[config.mk]
export PLATFORM = sky130hd
export DESIGN_NAME = bsg_cgol_row
export DESIGN_NICKNAME = d
export VERILOG_FILES = /design/src/rtl/bsg_cgol_row.sv
export SDC_FILE = /design/constraint.sdc
export NUM_CORES = 1
export LEC_CHECK = 0
export CAP_MARGIN = 20
export CORE_MARGIN = 1
export CORE_UTILIZATION = 30
export CTS_CLUSTER_SIZE = 24
export DETAILED_ROUTE_END_ITERATION = 10
export SLEW_MARGIN = 20
export SYNTH_ARGS = -nofsm -noshare
export SYNTH_HDL_FRONTEND = slang
export SYNTH_SLANG_ARGS = --single-unit
[constraint.sdc]
create_clock -name clk_i -period 11.5 [get_ports clk_i]
set_clock_uncertainty 0.1 [all_clocks]
set_input_delay 1.725 -clock clk_i [delete_from_list [all_inputs] [get_ports clk_i]]
set_output_delay 1.725 -clock clk_i [all_outputs]
set_load 0.02 [all_outputs]
[src/rtl/bsg_cgol_row.sv]
// ============================================================================
// bsg_cgol_row : one row of life-like cells with programmable B/S rule masks.
// Optional per-cell age counters under BSG_CGOL_AGE_EN.           Rev 1.0
// ============================================================================
`default_nettype none

module bsg_cgol_row #(
  parameter int width_p     = 8,
  parameter int gen_width_p = 16,
  parameter int wrap_p      = 0,
  parameter int age_width_p = 4
) (
  input  logic                             clk_i,
  input  logic                             reset_i,
  input  logic                             en_i,
  input  logic [width_p-1:0]               north_i,
  input  logic [width_p-1:0]               south_i,
  input  logic [8:0]                       birth_mask_i,
  input  logic [8:0]                       survive_mask_i,
  input  logic                             update_i,
  input  logic [width_p-1:0]               update_val_i,
  output logic [width_p-1:0]               data_o,
  output logic [gen_width_p-1:0]           gen_o,
  output logic                             stable_o,
  output logic [width_p*age_width_p-1:0]   age_o
);

  logic [width_p-1:0]     data_q, data_d;
  logic [gen_width_p-1:0] gen_q, gen_d;
  logic                   stable_q, stable_d;

  // Rows padded by one cell at each end: index 0 is column -1, index width_p+1 is column width_p.
  logic [width_p+1:0] n_ext_w, s_ext_w, r_ext_w;
  logic [width_p-1:0] step_row_w;
  logic [3:0]         cnt_w [width_p];

  generate
    if (wrap_p != 0) begin : g_wrap
      assign n_ext_w = {north_i[0], north_i, north_i[width_p-1]};
      assign s_ext_w = {south_i[0], south_i, south_i[width_p-1]};
      assign r_ext_w = {data_q[0],  data_q,  data_q[width_p-1]};
    end else begin : g_dead
      assign n_ext_w = {1'b0, north_i, 1'b0};
      assign s_ext_w = {1'b0, south_i, 1'b0};
      assign r_ext_w = {1'b0, data_q,  1'b0};
    end
  endgenerate

  always_comb begin
    for (int i = 0; i < width_p; i++) begin
      cnt_w[i] = {3'b000, n_ext_w[i]} + {3'b000, n_ext_w[i+1]} + {3'b000, n_ext_w[i+2]}
               + {3'b000, s_ext_w[i]} + {3'b000, s_ext_w[i+1]} + {3'b000, s_ext_w[i+2]}
               + {3'b000, r_ext_w[i]} + {3'b000, r_ext_w[i+2]};
      step_row_w[i] = data_q[i] ? survive_mask_i[cnt_w[i]] : birth_mask_i[cnt_w[i]];
    end
  end

  // A step outranks a load arriving in the same cycle.
  always_comb begin
    data_d   = data_q;
    gen_d    = gen_q;
    stable_d = stable_q;
    if (en_i) begin
      data_d   = step_row_w;
      gen_d    = gen_q + 1'b1;
      stable_d = (step_row_w == data_q);
    end else if (update_i) begin
      data_d   = update_val_i;
      gen_d    = '0;
      stable_d = 1'b0;
    end
  end

  always_ff @(posedge clk_i) begin
    if (reset_i) begin
      data_q   <= '0;
      gen_q    <= '0;
      stable_q <= 1'b0;
    end else begin
      data_q   <= data_d;
      gen_q    <= gen_d;
      stable_q <= stable_d;
    end
  end

  assign data_o   = data_q;
  assign gen_o    = gen_q;
  assign stable_o = stable_q;

`ifdef BSG_CGOL_AGE_EN
  localparam logic [age_width_p-1:0] c_age_max = '1;

  logic [width_p*age_width_p-1:0] age_q, age_d;

  always_comb begin
    age_d = age_q;
    if (en_i) begin
      for (int i = 0; i < width_p; i++) begin
        if (!step_row_w[i])
          age_d[i*age_width_p +: age_width_p] = '0;
        else if (age_q[i*age_width_p +: age_width_p] != c_age_max)
          age_d[i*age_width_p +: age_width_p] = age_q[i*age_width_p +: age_width_p] + 1'b1;
      end
    end else if (update_i) begin
      age_d = '0;
    end
  end

  always_ff @(posedge clk_i) begin
    if (reset_i) age_q <= '0;
    else         age_q <= age_d;
  end

  assign age_o = age_q;
`else
  assign age_o = '0;
`endif

endmodule

`default_nettype wire

# Word level (Yosys, flattened, before mapping)
# Cells that the tools add are included.
# op_classes
n_lt_le_gt_ge	8
addsub	50
eq_ne	1
n_mux	46
reduce_logical	1
# ops
op	count
4-bit by 1-bit adder with 4-bit output	28
1-bit binary-select mux with 4-bit select	16
4-bit by 5-bit less-than comparator with 1-bit output (second input constant)	8
16-bit two-way mux	2
3-bit by 1-bit adder with 4-bit output	7
1-bit two-way mux	26
2-bit by 1-bit adder with 3-bit output	7
16-bit by 1-bit adder with 16-bit output (second input constant)	1
8-bit two-way mux	2
1-bit by 1-bit adder with 2-bit output	7
8-bit == test	1
2-bit nonzero test	1
# word_totals
inputBits	46
wordCells	109
reg_bits	25

# Depth between registers and ports, before layout
# Gate-level depths: netlist of the first run.
# logic_depth
word_depth	12
depth_mapped	14

# Least setup slack after synthesis of the first run
# OpenSTA, ideal clock, no wires.
# synth_timing
path_type	input to register
start	in north_i[2]
end	reg stable_q (netlist: stable_o)
path_buffers	0
path_stages	13
arrival_ns	5.623
required_ns	11.316
setup_slack_ns	5.693
setup_time_ns	0.084
path_cell_list	inv_1 fa_1 fa_1 fa_1 inv_1 ha_1 fa_1 mux4_2 mux2i_1 nor3_1 or3_1 or4_1 o31ai_2
# synth_between
elab_chain_len	12
elab_cells_between_ends	37
cone_classes	add/sub: 20; eq/ne: 1; mux: 16
# synth_lines
item	line	source
from (decl)	16	input logic [width_p-1:0] north_i,
1-bit by 1-bit adder with 2-bit output	51	cnt_w[i] = {3'b000, n_ext_w[i]} + {3'b000, n_ext_w[i+1]} + {3'b000, n_ext_w[i+2]}
2-bit by 1-bit adder with 3-bit output	51	
3-bit by 1-bit adder with 4-bit output	52	+ {3'b000, s_ext_w[i]} + {3'b000, s_ext_w[i+1]} + {3'b000, s_ext_w[i+2]}
4-bit by 1-bit adder with 4-bit output (2 in a row)	52	
4-bit by 1-bit adder with 4-bit output (2 in a row)	53	+ {3'b000, r_ext_w[i]} + {3'b000, r_ext_w[i+2]};
1-bit binary-select mux with 4-bit select	54	step_row_w[i] = data_q[i] ? survive_mask_i[cnt_w[i]] : birth_mask_i[cnt_w[i]];
1-bit two-way mux (implied by the code)	54	
1-bit two-way mux	54	
8-bit == test (*)	66	stable_d = (step_row_w == data_q);
1-bit two-way mux (*)	63	if (en_i) begin
to (signal assigned)	82	stable_q <= stable_d;
to (decl)	30	logic stable_q, stable_d;
# Mark *: on every way between the ends. The rest lies on a longest branch, timed or not. The select of a mux whose other input is x is not followed.
# A chain may end at the register's enable or synchronous reset.

# Worst setup path in the final report of the first run
# Ends and elaborated chain as after synthesis.

==> results of run 1 <==
-- stage by stage --
stage | hold WS, ps | instance area [µm²]
after floorplan | 446.7 | 3963
after global placement | 371.9 | 4607
after global routing | 418.5 | 4690
final | 392.1 | 4690
after detailed placement | 380.6 | 4607
after CTS | 392.4 | 4690
-- area by class of cell --
type | count | area [µm²] | share of cell area (%)
tap | 168 | 210.2 | 4.482
sequential | 25 | 500.5 | 10.67
timing repair buffer | 72 | 715.7 | 15.26
inverter | 56 | 210.2 | 4.482
clock inverter | 1 | 7.507 | 0.1601
multi-input combinational | 317 | 2970 | 63.34
clock buffer | 3 | 75.07 | 1.601
-- final timing paths --
kind / from / to / slack (ps) / cells after the start
hold / removal: gen_o[13]$_SDFFE_PP0P_ / gen_o[13]$_SDFFE_PP0P_ / 390 / 2
setup / recovery: north_i[2] / stable_o$_SDFFE_PP0P_ / 5180 / 14
setup reg to reg: data_o[2]$_SDFFE_PP0P_ / stable_o$_SDFFE_PP0P_ / 7090 / 12
hold reg to reg: gen_o[13]$_SDFFE_PP0P_ / gen_o[13]$_SDFFE_PP0P_ / 390 / 2
-- flip-flops by register name (all words and copies together), names as in the netlist --
name and cells:
gen_o 16, data_o 8, stable_o 1
-- report_power, final --
group	switching (mW)	internal (mW)
registers	0.0198	0.0978
logic	0.445	0.466
clock network	0.0356	0.0474
-- layout by cell type, fill, tap and decap left out, types with 2 or more instances in the layout --
cell type        synthesis  layout
a21o_1                   4       4
buf_4                   32       2
fa_1                    28      28
mux2i_1                 14      14
o31ai_1                  2       2
conb_1                   1      32
clkbuf_16                0       3
and2_1                   5       5
and3_1                   4       4
a2111oi_0                5       5
nand2_1                 16      16
nand3b_1                 2       2
o21ai_0                 11      11
xor2_1                   6       6
a31oi_1                  5       5
nand2b_1                 6       6
o31a_1                   2       2
clkdlybuf4s50_1          0      70
nor3_1                  12      12
nor2b_1                  4       4
ha_1                    21      21
nand4_1                  3       3
dfxtp_1                 25      25
or3_1                    2       2
a21oi_1                 16      16
mux2_2                   9       9
or2_2                    2       2
inv_1                   56      56
nor2_1                  26      26
nand3_1                 12      12
o211ai_1                 4       4
o22ai_1                  2       2
a22oi_1                  2       2
a311oi_1                 5       5
mux4_2                  30      30
o221ai_1                 2       2
o21a_1                   3       3
-- worst register-to-register path, stage by stage, from the launching register on --
cell and delay, ps:
dfxtp_1 500, inv_1 150, fa_1 500, fa_1 490, inv_1 40, ha_1 200
fa_1 630, mux4_2 350, mux2i_1 220, nor3_1 70, or3_1 370, or4_1 530
o31ai_2 170
-- routing by layer --
layer / up-vias / global-route usage (%) / part of all wire [%]
li1: 1550 / - / -
met1: 1667 / 23.09 / 40
met2: 187 / 29.72 / 49
met3: 24 / 3.216 / 8.8
met4: 0 / 5.887 / 2.0
met5: - / 0 / 0
-- cell families after synthesis --
group / Yosys count / share of synthesized area, %
xor gates and xnor gates: 8 / 2.017
and+or+nand+nor: 101 / 13.37
other: 1 / 0.09750
DFF: 25 / 13.01
buffers and inverters: 99 / 12.78
adders and majority gates: 49 / 21.41
AOI/OAI and AO/OA: 74 / 13.47
muxes: 53 / 23.85
==> impl_metrics.json, run 1 <==
{
  "worstPathMaxFanout": 5,
  "initial_core_util_pct": 31.37,
  "grt_pass1_wl_mm": 18.13,
  "critPathBufInv": 3,
  "drv_cap": 0,
  "setup_viol": 0,
  "wl_per_cell_um": 17.92,
  "cts_tree": "yes",
  "critical-path-top-delay-family": "adder cells",
  "fillers": 1240,
  "grt_max_degree": 31,
  "die_width_um": 115.2,
  "tns_ps": 0,
  "antenna_found_initial": 0,
  "die-area_mm2": 0.01328,
  "crit_slowest_cell": "fa_1",
  "post_cts_buffers": 0,
  "dieHeight_um": 115.2,
  "antennaDiodeCount": 0,
  "synth_top_cells_by_area": "mux4_2, fa_1, dfxtp_1",
  "synth_cell_type_count": 57,
  "drt-pass1-iter-count": 4,
  "core-area_mm2": 0.01226,
  "io_buffers": 70,
  "finalPower_mw": 1.111,
  "p_leak_nw": 1.910,
  "rsz0062_at_grt": "false",
  "via_count": 3428,
  "worst_pin_slew_ps": 655.6,
  "fp-row-count": 40,
  "drive_above_1_share_pct": 10.34,
  "layout_min_cycle_time_ps": 6323,
  "cts_made_buffers": 3,
  "worst_path_largest_cell_delay_ps": 630,
  "drt_wl_total_mm": 11.51,
  "track_usage_pct": 17.74,
  "ant_nets": 0,
  "synthArstFlopShare_pct": 0,
  "cp.arrival_ps": 6410,
  "placedCellCount": 638,
  "cts_resized": 0,
  "crit_path_start_kind": "input pin",
  "cts.sinks": 25,
  "max_slew_margin_pct": 56.13,
  "maxClockFrequency_ghz": 0.1582,
  "min_period_over_period_pct": 54.98,
  "min_path_type": "flip-flop to flip-flop",
  "slew_violations": 0,
  "finalWeightedCongestion": 0.8672,
  "grt_overflow": 0,
  "insertion_delay_ps": 270,
  "ys_seq_elements": 25,
  "yosys_warnings": 0,
  "power_density_mw_per_mm2": 236.9,
  "synth_area_per_cell_um2": 9.381,
  "path_cells": "clkdlybuf4s50_1 > inv_1 > fa_1 > fa_1 > fa_1 > inv_1 > ha_1 > fa_1 > mux4_2 > mux2i_1 > nor3_1 > or3_1 > or4_1 > o31ai_2",
  "dp_hpwl_mm": 9.091,
  "synth_most_common_cell": "inv_1",
  "drt-initial-drc-count": 251,
  "ctsHtreeMaxLevel": 1,
  "ys_seq_area_share_pct": 13.01,
  "ioPinCount": 103,
  "synth_flop_cell": "dfxtp_1",
  "layout.cells.non_filler": 642,
  "vias_per_cell": 5.340,
  "fin_util_pct": 38.24,
  "final-hold-violation-count": 0,
  "ir_worst_vdd_mv": 0.07731,
  "synth.top_cell.area_share_pct": 17.57,
  "required_ps": 11590,
  "clk_pin_slew_ps": 70,
  "synth_edf_count": 0,
  "synth.cell_area_mm2": 0.003846,
  "drc": 0,
  "syn_inst": 410,
  "yosys.area.top_type": "mux4_2",
  "cts_hold_buffers": 0,
  "cts_root_buf": "clkbuf_16",
  "layout_setup_ws_ps": 5177,
  "pre_cts_slack_ps": 4883,
  "status": "finished, final reports clean",
  "worstSetupEndpointType": "flip-flop",
  "path_common_cell": "fa_1",
  "first_global_vias": 3471,
  "synth_commonest_cells": "inv_1, buf_4, mux4_2, fa_1, nor2_1",
  "area_growth_pct": 21.93,
  "nNetsFinal": 570,
  "clock_path_buffers": 2,
  "crit_type": "input pin to flip-flop"
}
(Power assumes the default switching activity.)
==> run 2: changes to the inputs <==
==> constraint.sdc (replaced) <==
create_clock -name clk_i -period 5.6 [get_ports clk_i]
set_clock_uncertainty 0.1 [all_clocks]
set_input_delay 0.84 -clock clk_i [delete_from_list [all_inputs] [get_ports clk_i]]
set_output_delay 0.84 -clock clk_i [all_outputs]
set_load 0.02 [all_outputs]
==> run 2 against run 1 <==
Compared with the run above:
- combinational power grew 110%
- clock power grew 96%
- routed wire length shrank 1.8%
- critical endpoint unchanged
- highest routed layer unchanged
==> impl_metrics.json, run 2 (same netlist as run 1, synthesis figures left out) <==
{
  "required_ps": 5680,
  "io_buffers": 70,
  "worstPathMaxFanout": 5,
  "fin_util_pct": 38.86,
  "cp.arrival_ps": 5430,
  "vias_per_cell": 5.291,
  "antenna_found_initial": 0,
  "ctsHtreeMaxLevel": 1,
  "crit_type": "input pin to flip-flop",
  "setup_viol": 0,
  "min_path_type": "flip-flop to flip-flop",
  "initial_core_util_pct": 31.37,
  "area_growth_pct": 23.88,
  "path_common_cell": "fa_1",
  "finalWeightedCongestion": 0.8699,
  "track_usage_pct": 17.79,
  "grt_pass1_wl_mm": 18.20,
  "worst_pin_slew_ps": 599.9,
  "cts.sinks": 25,
  "via_count": 3450,
  "status": "finished, final reports clean",
  "post_cts_buffers": 0,
  "critical-path-top-delay-family": "adder cells",
  "largest_reg_flops": 16,
  "clock_path_buffers": 2,
  "drt_wl_total_mm": 11.30,
  "rsz0062_at_grt": "false",
  "power_density_mw_per_mm2": 487.3,
  "maxClockFrequency_ghz": 0.1871,
  "drv_cap": 0,
  "cts_made_buffers": 3,
  "layout_min_cycle_time_ps": 5346,
  "drt-pass1-iter-count": 4,
  "layout_commonest_cell": "clkdlybuf4s50_1",
  "cts_tree": "yes",
  "path_cells": "clkdlybuf4s50_1 > inv_1 > fa_1 > fa_1 > fa_1 > inv_1 > ha_1 > fa_1 > nor4bb_1 > a31oi_1 > a21boi_0 > buf_4 > a2111oi_0 > o2111ai_1 > o31ai_2",
  "crit_slowest_cell": "fa_1",
  "slew_violations": 0,
  "final-hold-violation-count": 0,
  "worst_path_largest_cell_delay_ps": 560,
  "drive_above_1_share_pct": 12.19,
  "crit_path_start_kind": "input pin",
  "first_global_vias": 3511,
  "core-area_mm2": 0.01226,
  "fp-row-count": 40,
  "cts_resized": 0,
  "cts_hold_buffers": 0,
  "die_width_um": 115.2,
  "ant_nets": 0,
  "worstSetupEndpointType": "flip-flop",
  "die-area_mm2": 0.01328,
  "critPathBufInv": 4,
  "layout_common_cells": "clkdlybuf4s50_1, inv_1, conb_1",
  "nNetsFinal": 580,
  "ir_worst_vdd_mv": 0.1747,
  "clk_pin_slew_ps": 70,
  "drt-initial-drc-count": 243,
  "cts_root_buf": "clkbuf_16",
  "drc": 0,
  "grt_overflow": 0,
  "fillers": 1220,
  "grt_max_degree": 31,
  "dieHeight_um": 115.2,
  "dp_hpwl_mm": 9.079,
  "wl_per_cell_um": 17.32,
  "ioPinCount": 103,
  "tns_ps": 0,
  "p_leak_nw": 1.959,
  "min_period_over_period_pct": 95.46,
  "max_slew_margin_pct": 59.70,
  "insertion_delay_ps": 260,
  "antennaDiodeCount": 0
}
-- run 2: path summary, 6_finish.rpt --
| kind | start | end | slack [ps] | cells past startpoint |
|---|---|---|---|---|
| worst max-delay path | north_i[4] | stable_o$_SDFFE_PP0P_ | 250 | 15 |
| worst min-delay path | gen_o[13]$_SDFFE_PP0P_ | gen_o[13]$_SDFFE_PP0P_ | 390 | 2 |
| worst max register to register | data_o[4]$_SDFFE_PP0P_ | stable_o$_SDFFE_PP0P_ | 1210 | 13 |
| worst min register to register | gen_o[13]$_SDFFE_PP0P_ | gen_o[13]$_SDFFE_PP0P_ | 390 | 2 |
-- run 2: where the power goes --
part	switching (mW)	internal, mW	total, mW
clock	0.0655	0.0970	0.163
sequential	0.0404	0.201	0.241
combinational	0.923	0.995	1.92
-- run 2: area by class of cell --
class                           count  area, µm²  area share [%]
Sequential cell                    25      500.5           10.50
Multi-Input combinational cell    317       2970           62.34
Timing Repair Buffer               82      790.8           16.60
Inverter                           56      210.2           4.412
Clock buffer                        3      75.07           1.576
Tap cell                          168      210.2           4.412
Clock inverter                      1      7.507          0.1576
-- run 2: worst reg2reg max path: cells and delay by family, from the launching register on --
family | cells | cell delay (ps)
compound gates | 5 | 1180
flops | 1 | 500
fa+ha+maj | 4 | 1760
simple gates | 1 | 400
buf+inv | 3 | 390
-- run 2: metal layers --
metal | track usage [%] | share of wire, % | vias to the layer above
li1 | - | - | 1574
met1 | 23.19 | 42 | 1689
met2 | 30.08 | 48 | 171
met3 | 2.478 | 8.9 | 16
met4 | 6.407 | 1.7 | 0
met5 | 0 | 0 | -
-- run 2: per-stage QoR --
step	cell area, µm²	cells	setup slack [ps]	power, mW	hold slack (ps)
floorplan	3963	441	677.6	1.725	446.7
global placement	4682	648	30.76	2.099	373.0
detailed placement	4682	648	11.96	2.150	384.6
CTS	4765	652	262.3	2.322	393.9
global route	4765	652	25.65	2.542	435.7
finish	4765	652	254.5	2.322	392.8
==> run 3: changes to the inputs <==
--- a/config.mk
+++ b/config.mk
@@ -8,7 +8,8 @@
 export CAP_MARGIN = 20
 export CORE_MARGIN = 1
 export CORE_UTILIZATION = 30
-export CTS_CLUSTER_SIZE = 24
+export CTS_CLUSTER_DIAMETER = 150
+export CTS_CLUSTER_SIZE = 30
 export DETAILED_ROUTE_END_ITERATION = 10
 export SLEW_MARGIN = 20
 export SYNTH_ARGS = -nofsm -noshare
==> results of run 3 <==
Final layout, timing and power as in run 2 (identical DEF).
